--- src/rtl/rpsd_arbiter_pkg.sv ---
// Shared types and constants for the RP drive / SD controller arbiter.
package rpsd_arb_pkg;

    typedef enum logic [2:0] {
        IDLE    = 3'd0,
        BUSY    = 3'd1,
        ACK     = 3'd2,
        ERR     = 3'd3,
        RELEASE = 3'd4
    } state_t;

    localparam logic ARB_RR    = 1'b0;
    localparam logic ARB_FIXED = 1'b1;

    // A disabled watchdog (TIMEOUT=0) still needs a one-bit counter to exist.
    function automatic int wd_width(input int timeout);
        return (timeout > 0) ? $clog2(timeout + 1) : 1;
    endfunction

endpackage

--- src/rtl/rpsd_arbiter_if.sv ---
// Drive-array and SD-controller signals seen by the arbiter.
// Handshake: each drive holds drvREQ as a level until it sees its one-cycle
// drvACK/drvERR strobe and then drops it; sdREQ is a level held until sdACK.
interface rpsd_arbiter_if #(
    parameter int NDRV = 8,
    parameter int OPW  = 3,
    parameter int LSAW = 21
);
    localparam int UW = $clog2(NDRV);

    logic                 arbMODE;
    logic [NDRV-1:0]      drvREQ;
    logic [NDRV*OPW-1:0]  drvOP;
    logic [NDRV*LSAW-1:0] drvLSA;
    logic [NDRV-1:0]      drvACK;
    logic [NDRV-1:0]      drvERR;
    logic                 sdREQ;
    logic [OPW-1:0]       sdOP;
    logic [LSAW-1:0]      sdLSA;
    logic [UW-1:0]        sdUNIT;
    logic                 sdACK;
    logic                 sdABORT;
    logic                 arbBUSY;

    modport master (
        input  arbMODE, drvREQ, drvOP, drvLSA, sdACK,
        output drvACK, drvERR, sdREQ, sdOP, sdLSA, sdUNIT, sdABORT, arbBUSY
    );

    modport slave (
        output arbMODE, drvREQ, drvOP, drvLSA, sdACK,
        input  drvACK, drvERR, sdREQ, sdOP, sdLSA, sdUNIT, sdABORT, arbBUSY
    );

endinterface

--- src/rtl/rpsd_arbiter_rr_pick.sv ---
// Combinational winner selection: round-robin after `last`, or lowest index.
module rpsd_rr_pick
    import rpsd_arb_pkg::*;
#(
    parameter int NDRV = 8,
    parameter int UW   = $clog2(NDRV)
) (
    input  logic [NDRV-1:0] req,
    input  logic [UW-1:0]   last,
    input  logic            mode,
    output logic [UW-1:0]   winner,
    output logic            valid
);

    int start;
    int idx;

    // Scan from the far end down so the smallest offset from `start` wins.
    always_comb begin
        winner = '0;
        valid  = 1'b0;
        idx    = 0;
        start  = (mode == ARB_FIXED) ? 0 : ((int'(last) + 1) % NDRV);
        for (int off = NDRV - 1; off >= 0; off--) begin
            idx = (start + off) % NDRV;
            if (req[idx]) begin
                winner = UW'(idx);
                valid  = 1'b1;
            end
        end
    end

endmodule

--- src/rtl/rpsd_arbiter.sv ---
// Shares one SD controller among NDRV drives: grant FSM, operand registers,
// and an optional watchdog that aborts a stuck SD operation.
module rpsd_arbiter
    import rpsd_arb_pkg::*;
#(
    parameter int NDRV    = 8,
    parameter int OPW     = 3,
    parameter int LSAW    = 21,
    parameter int TIMEOUT = 0
) (
    input  logic           clk,
    input  logic           rst,
    input  logic           clr,
    rpsd_arbiter_if.master bus,
    output state_t         dbg_state
);

    localparam int UW  = $clog2(NDRV);
    localparam int WDW = wd_width(TIMEOUT);
    localparam logic [WDW-1:0] WD_LAST = WDW'((TIMEOUT > 0) ? TIMEOUT - 1 : 0);

    state_t          state_q;
    state_t          state_d;
    logic [UW-1:0]   unit_q;
    logic [OPW-1:0]  op_q;
    logic [LSAW-1:0] lsa_q;
    logic [UW-1:0]   last_q;
    logic [WDW-1:0]  wd_q;
    logic [UW-1:0]   pick_w;
    logic            pick_v;
    logic [NDRV-1:0] unit_oh;

    rpsd_rr_pick #(.NDRV(NDRV), .UW(UW)) u_pick (
        .req    (bus.drvREQ),
        .last   (last_q),
        .mode   (bus.arbMODE),
        .winner (pick_w),
        .valid  (pick_v)
    );

    always_comb begin
        state_d = state_q;
        case (state_q)
            IDLE:    if (pick_v) state_d = BUSY;
            BUSY: begin
                if (bus.sdACK) state_d = ACK;
                else if (TIMEOUT != 0 && wd_q == WD_LAST) state_d = ERR;
            end
            ACK:     state_d = RELEASE;
            ERR:     state_d = RELEASE;
            // Hold off re-arbitration until the owner lets go of its request.
            RELEASE: if (!bus.drvREQ[unit_q]) state_d = IDLE;
            default: state_d = IDLE;
        endcase
    end

    always_ff @(posedge clk or posedge rst) begin
        if (rst) begin
            state_q <= IDLE;
            unit_q  <= '0;
            op_q    <= '0;
            lsa_q   <= '0;
            last_q  <= UW'(NDRV - 1);
            wd_q    <= '0;
        end else if (clr) begin
            state_q <= IDLE;
            unit_q  <= '0;
            op_q    <= '0;
            lsa_q   <= '0;
            last_q  <= UW'(NDRV - 1);
            wd_q    <= '0;
        end else begin
            state_q <= state_d;
            if (state_q == IDLE && pick_v) begin
                unit_q <= pick_w;
                op_q   <= bus.drvOP[pick_w * OPW +: OPW];
                lsa_q  <= bus.drvLSA[pick_w * LSAW +: LSAW];
                last_q <= pick_w;
                wd_q   <= '0;
            end else if (state_q == BUSY && wd_q != '1) begin
                wd_q <= wd_q + WDW'(1);
            end
        end
    end

    // Every output is a decode of registered state only.
    assign unit_oh     = {{(NDRV-1){1'b0}}, 1'b1} << unit_q;
    assign bus.sdREQ   = (state_q == BUSY);
    assign bus.sdOP    = op_q;
    assign bus.sdLSA   = lsa_q;
    assign bus.sdUNIT  = unit_q;
    assign bus.drvACK  = (state_q == ACK) ? unit_oh : '0;
    assign bus.drvERR  = (state_q == ERR) ? unit_oh : '0;
    assign bus.sdABORT = (state_q == ERR);
    assign bus.arbBUSY = (state_q != IDLE);
    assign dbg_state   = state_q;

endmodule

--- src/flat_wrapper.sv ---
// flat-port wrapper written by rule: the top's interface ports become plain ports
module rpsd_arbiter_flat import rpsd_arb_pkg::*;
#(
    parameter int NDRV    = 8,
    parameter int OPW     = 3,
    parameter int LSAW    = 21,
    parameter int TIMEOUT = 0
)
  (clk, rst, clr, dbg_state, bus_arbMODE, bus_drvREQ, bus_drvOP, bus_drvLSA, bus_sdACK, bus_drvACK, bus_drvERR, bus_sdREQ, bus_sdOP, bus_sdLSA, bus_sdUNIT, bus_sdABORT, bus_arbBUSY);
  rpsd_arbiter_if #(.NDRV(NDRV), .OPW(OPW), .LSAW(LSAW)) bus_i ();
  input  logic clk;
  input  logic rst;
  input  logic clr;
  output state_t dbg_state;
  input wire logic [$bits(bus_i.arbMODE)-1:0] bus_arbMODE;
  input wire logic [$bits(bus_i.drvREQ)-1:0] bus_drvREQ;
  input wire logic [$bits(bus_i.drvOP)-1:0] bus_drvOP;
  input wire logic [$bits(bus_i.drvLSA)-1:0] bus_drvLSA;
  input wire logic [$bits(bus_i.sdACK)-1:0] bus_sdACK;
  output wire logic [$bits(bus_i.drvACK)-1:0] bus_drvACK;
  output wire logic [$bits(bus_i.drvERR)-1:0] bus_drvERR;
  output wire logic [$bits(bus_i.sdREQ)-1:0] bus_sdREQ;
  output wire logic [$bits(bus_i.sdOP)-1:0] bus_sdOP;
  output wire logic [$bits(bus_i.sdLSA)-1:0] bus_sdLSA;
  output wire logic [$bits(bus_i.sdUNIT)-1:0] bus_sdUNIT;
  output wire logic [$bits(bus_i.sdABORT)-1:0] bus_sdABORT;
  output wire logic [$bits(bus_i.arbBUSY)-1:0] bus_arbBUSY;
  assign bus_i.arbMODE = bus_arbMODE;
  assign bus_i.drvREQ = bus_drvREQ;
  assign bus_i.drvOP = bus_drvOP;
  assign bus_i.drvLSA = bus_drvLSA;
  assign bus_i.sdACK = bus_sdACK;
  assign bus_drvACK = bus_i.drvACK;
  assign bus_drvERR = bus_i.drvERR;
  assign bus_sdREQ = bus_i.sdREQ;
  assign bus_sdOP = bus_i.sdOP;
  assign bus_sdLSA = bus_i.sdLSA;
  assign bus_sdUNIT = bus_i.sdUNIT;
  assign bus_sdABORT = bus_i.sdABORT;
  assign bus_arbBUSY = bus_i.arbBUSY;
  rpsd_arbiter #(.NDRV(NDRV), .OPW(OPW), .LSAW(LSAW), .TIMEOUT(TIMEOUT)) u_core (.clk(clk), .rst(rst), .clr(clr), .bus(bus_i), .dbg_state(dbg_state));
endmodule
--- config.mk ---
export PLATFORM = sky130hd
export DESIGN_NAME = rpsd_arbiter_flat
export DESIGN_NICKNAME = d
export VERILOG_FILES = /design/src/rtl/rpsd_arbiter_pkg.sv /design/src/rtl/rpsd_arbiter_if.sv /design/src/rtl/rpsd_arbiter_rr_pick.sv /design/src/rtl/rpsd_arbiter.sv /design/src/flat_wrapper.sv
export SDC_FILE = /design/constraint.sdc
export NUM_CORES = 1
export LEC_CHECK = 0
export ABC_AREA = 1
export CAP_MARGIN = 10
export CORE_MARGIN = 4
export CORE_UTILIZATION = 42
export DETAILED_ROUTE_END_ITERATION = 10
export GPL_TIMING_DRIVEN = 1
export PLACE_DENSITY_LB_ADDON = 0.05
export SETUP_SLACK_MARGIN = 0.15
export SYNTH_ARGS = -nofsm -noshare
export SYNTH_HDL_FRONTEND = slang
export SYNTH_SLANG_ARGS = --single-unit
--- constraint.sdc ---
create_clock -name clk -period 3.4 [get_ports clk]
set_input_delay 0.68 -clock clk [delete_from_list [all_inputs] [get_ports clk]]
set_output_delay 0.68 -clock clk [all_outputs]
set_load 0.05 [all_outputs]
==> results.txt <==
The flow ran to the end, and the final reports show no timing, DRC or antenna violations. At the worst endpoint, the arrival time is 3.28 ns. The synthesized instance count came out at 981. The worst hold path terminates at u_core.last_q[1]$_DFFE_PP1P_. From synthesis to final layout, the design area changed by 74.06%. Clock-pin slew was measured on the worst setup and hold paths at 0.06 ns. For this design, the sink count on the clock tree is 33. The tightest slew margin relative to the limit was 61.52%; the post-synthesis instance area was 5165 um2.

The most common cell type on the critical path was nand2_1. For the area of the core, the log shows 12010 um2. The critical path goes through ha_1 -> nand2_4 -> inv_2 -> ha_4 -> inv_2 -> nand3_1 -> nand2_2 -> nand2_2 -> nand2_4 -> buf_4 -> a21oi_1 -> nand2_1 -> nand2_1 -> nand2_2 -> a21oi_4 -> buf_12 -> clkbuf_16 -> nand2_1 -> nand3_1 -> nand3_1 -> nand2_1 -> inv_1. Global routing used 27.51% of the available tracks.

The logs give 6453 for the via count of the first global-routing pass and 0.27 ns for the clock latency at the later pin of the worst-skew pair. Cell at the root of the clock tree: clkbuf_16. The residual overflow from global routing was 0; the placed cell count was 1394.

Cells with a size suffix above 1 make up 12.80% of the layout. The buffering stage count on the worst path with inverters included was 6. Entering global routing, the biggest net connects 49 pins. Worst clock skew on the final layout: 0.006564 ns. In the routed layout, each cell is associated on average with a via count of 4.933. Detailed placement ended at an HPWL of 15850 um. The count of warnings emitted by yosys is 0.

Category of cells accounting for the largest share of critical-path delay: simple AND/OR/NAND/NOR gates. The startpoint identified for the worst register-to-register timing path is u_core.last_q[0]$_DFFE_PP1P_. In this run the critical register-to-register path is captured at u_core.bus.sdLSA[17]$_DFFE_PP0P_. Element type at the critical path start: a flop. Synthesis inferred 33 register bits. The worst setup path is captured at a flop.

In this run the register-to-register setup slack is 0.29 ns. The class of the tightest hold or removal check was flop to flop. Highest fanout seen on the critical path: 12. Clock tree synthesis inserted a total of 5 buffers. The number of nets in the finished design was 1488; the die area was 14140 um2.

The detailed router finished its first iteration with 462 violations. The timing-limited maximum frequency was 321.5 MHz; the wire length per cell after detailed routing was 15.35 um. The startpoint identified for the worst hold timing path is u_core.last_q[1]$_DFFE_PP1P_.

The boundary pin count was 254; the synthesized-area fraction occupied by xor and xnor cells was 0%. Measured in cells, the most critical reg-to-reg path has a length of 22. By startpoint and endpoint, the worst setup path is classified as flop to flop. After synthesis, the largest area contributor takes up 29.80% of total cell area.

Combinational family with the most area after synthesis: simple AND/OR/NAND/NOR gates. For this configuration, the core starts out at a cell density of 43.00%. Row generation in the floorplan step produced 40 rows. Subtracting the final worst setup slack from the clock period gives 3.110 ns. The final count of hold timing violations is 0. On the critical path, the stage with the largest delay is an instance of dfstp_2. The count of nets left with antenna violations once routing finished came out at 0.

Setup violations remaining at the end of the flow were counted as 0. Setup repair after global routing could not meet its margin everywhere. The run gives 3.57 ns as the required arrival time at the worst endpoint. In the finished design, the share of the clock period the worst path needs comes to 91.48%. Measured along the x axis, the die boundary spans 118.9 um. For this block, the routed nets add up to 21920 um of wire. The first global-routing pass estimated 32040 um of wire. The run gives 0.9096 as the final weighted congestion in routability-driven placement.

The H-tree generated during clock tree synthesis spans 2 levels. Maximum buffer depth of the clock tree: 2. The die height was 118.9 um.

The tools report the count of non-filler cells in the finished layout as 1428. After synthesis, flip-flops and latches occupy 16.06% of the total area. The routed layout has 7044 vias.

Max-cap violations in this run came to 0. Summing the areas of all compound-gate instances in the mapped netlist gives 2.713% of the synthesized area. The number of different library cells in the post-synthesis netlist was 30. TritonCTS built the clock tree. Buffers placed on the I/O ports in this run total 253. Final hold slack: 0.4989 ns. After routing, the total negative slack on setup checks comes to 0 ns. Initial antenna violation count: 0. After detailed routing, the number of remaining DRC violations is 0. The mux contribution to synthesized area is 0%, and the fraction of the mapped netlist area in adder cells is 0.7267%. At the pin with the least slew margin, the transition time is 0.5755 ns. The post-synthesis average cell area is 5.265 um2, and the basic-gate share of the synthesized area counting and, or, nand and nor cells is 60.97%.

The count of cells along the worst hold path is 2, and the detailed-routing iteration count for the pre-antenna-repair pass is 5. The net count after synthesis was 1189. Ranked by total cell area, the synthesized netlist is headed by nand2_1 (30%), dfrtp_1 (15%), nand3_1 (13%), inv_1 (13%), nand3b_1 (10%).

The peak per-stage delay on the critical path was 0.55 ns. The synthesized design spends more area on one cell type than any other, namely nand2_1. The tools report the final number of max-transition violations as 0. The repair_antennas step left the layout with diodes totalling 0.
[sequential cells by signal (all words and copies together) (netlist names)]
| name | flops |
|---|---|
| u_core.last_q | 3 |
| u_core.bus.sdLSA | 21 |
| u_core.dbg_state | 3 |
| u_core.bus.sdUNIT | 3 |
| u_core.bus.sdOP | 3 |
[worst max path at each step]
| stage | startpoint | endpoint | slack, ns | cells after the start |
|---|---|---|---|---|
| 2_1_floorplan | u_core.dbg_state[2]$_DFFE_PP0P_ | bus_drvERR[0] | 0.23 | 5 |
| 3_3_place_gp | bus_arbMODE | u_core.bus.sdLSA[11]$_DFFE_PP0P_ | -0.30 | 25 |
| 3_5_place_dp | bus_arbMODE | u_core.bus.sdLSA[11]$_DFFE_PP0P_ | -0.31 | 25 |
| 4_1_cts | u_core.last_q[0]$_DFFE_PP1P_ | u_core.bus.sdOP[0]$_DFFE_PP0P_ | 0.25 | 24 |
| 5_1_grt | u_core.last_q[0]$_DFFE_PP1P_ | u_core.bus.sdLSA[17]$_DFFE_PP0P_ | 0.09 | 22 |
| 6_report | u_core.last_q[0]$_DFFE_PP1P_ | u_core.bus.sdLSA[17]$_DFFE_PP0P_ | 0.29 | 22 |
[metrics by stage]
stage | cell area (um2) | util [%] | setup WS [ns]
floorplan | 5165 | - | 0.2301
global placement | 8289 | 69.01 | -0.3008
detailed placement | 8289 | 69.01 | -0.3130
CTS | 8568 | 71.33 | 0.2475
global route | 8990 | 74.84 | 0.08759
finish | 8990 | 74.84 | 0.2895
[worst register-to-register path: cells and delay by family (launching register included)]
family,cells,cell delay [ns]
adder cells (fa/ha/maj),2,0.56
flip-flops,1,0.55
buffers and inverters,6,0.61
AO/OA/AOI/OAI,2,0.29
AND/OR/NAND/NOR,12,1.01
[cell families (layout without fill, tap and decap cells)]
family          Yosys count  after routing
fa+ha+maj                 3              3
buf+inv                 234            531
simple gates            687            688
flops                    33             33
compound gates           24             26
[cell usage in the layout, fill, tap and decap left out, types with 2 or more instances in the layout]
master             n
a21oi_1            6
a21oi_2            3
buf_12            19
buf_4             55
buf_6              7
clkbuf_16         13
clkdlybuf4s50_1  252
clkinv_2           2
dfrtp_1           30
dfstp_2            3
ha_4               2
inv_1            172
inv_2              7
nand2_1          401
nand2_2           12
nand2_4            4
nand3_1          133
nand3_2            2
nand3_4            2
nand3b_1          72
nor2_1            28
nor2_2             3
nor2_4             2
nor3_1             2
o2111ai_1          2
o21ai_0            8
o21ai_4            3
or2_1              6
or2_2             18
[layer usage]
layer  track usage [%]  wire [um]  vias to the layer above
met4             6.879        620                        0
met3             5.793       1696                       44
li1                  -          -                     3593
met1             32.78       8705                     3107
met5                 0          0                        -
met2             50.16      10890                      300
[synth_stat cells (all sizes together)]
master / instances
dfrtp: 30
nor4: 1
ha: 3
nor3: 2
or2: 24
dfstp: 3
nand3b: 72
nor2: 33
o2111ai: 2
o21ai: 10
a31oi: 1
clkbuf: 6
o311ai: 1
nand2: 417
nand4: 1
a21oi: 10
nand3: 137
buf: 49
inv: 179
[area by class of cell]
class	count	area [um2]
fillers	1052	3022
inverters	179	671.9
clock inverters	2	10.01
clock buffers	6	128.9
repair buffers	344	3660
well taps	147	183.9
flip-flops and latches	33	829.5
multi-input cells	717	3506
[repair_timing]
| action | 4_1_cts | 5_1_grt |
|---|---|---|
| setup endpoints to repair | 30 | 30 |
| cloned | 4 | 10 |
| buffers inserted | 2 | 10 |
| endpoints found under the hold margin | 0 | 0 |
| pin swaps | 3 | 6 |
| resized for setup | 7 | 27 |
| hold buffers | 0 | 0 |
Power is left out: the tool's default activity adds up to more than one toggle a clock period on the data nets, which glitch-free logic cannot reach.
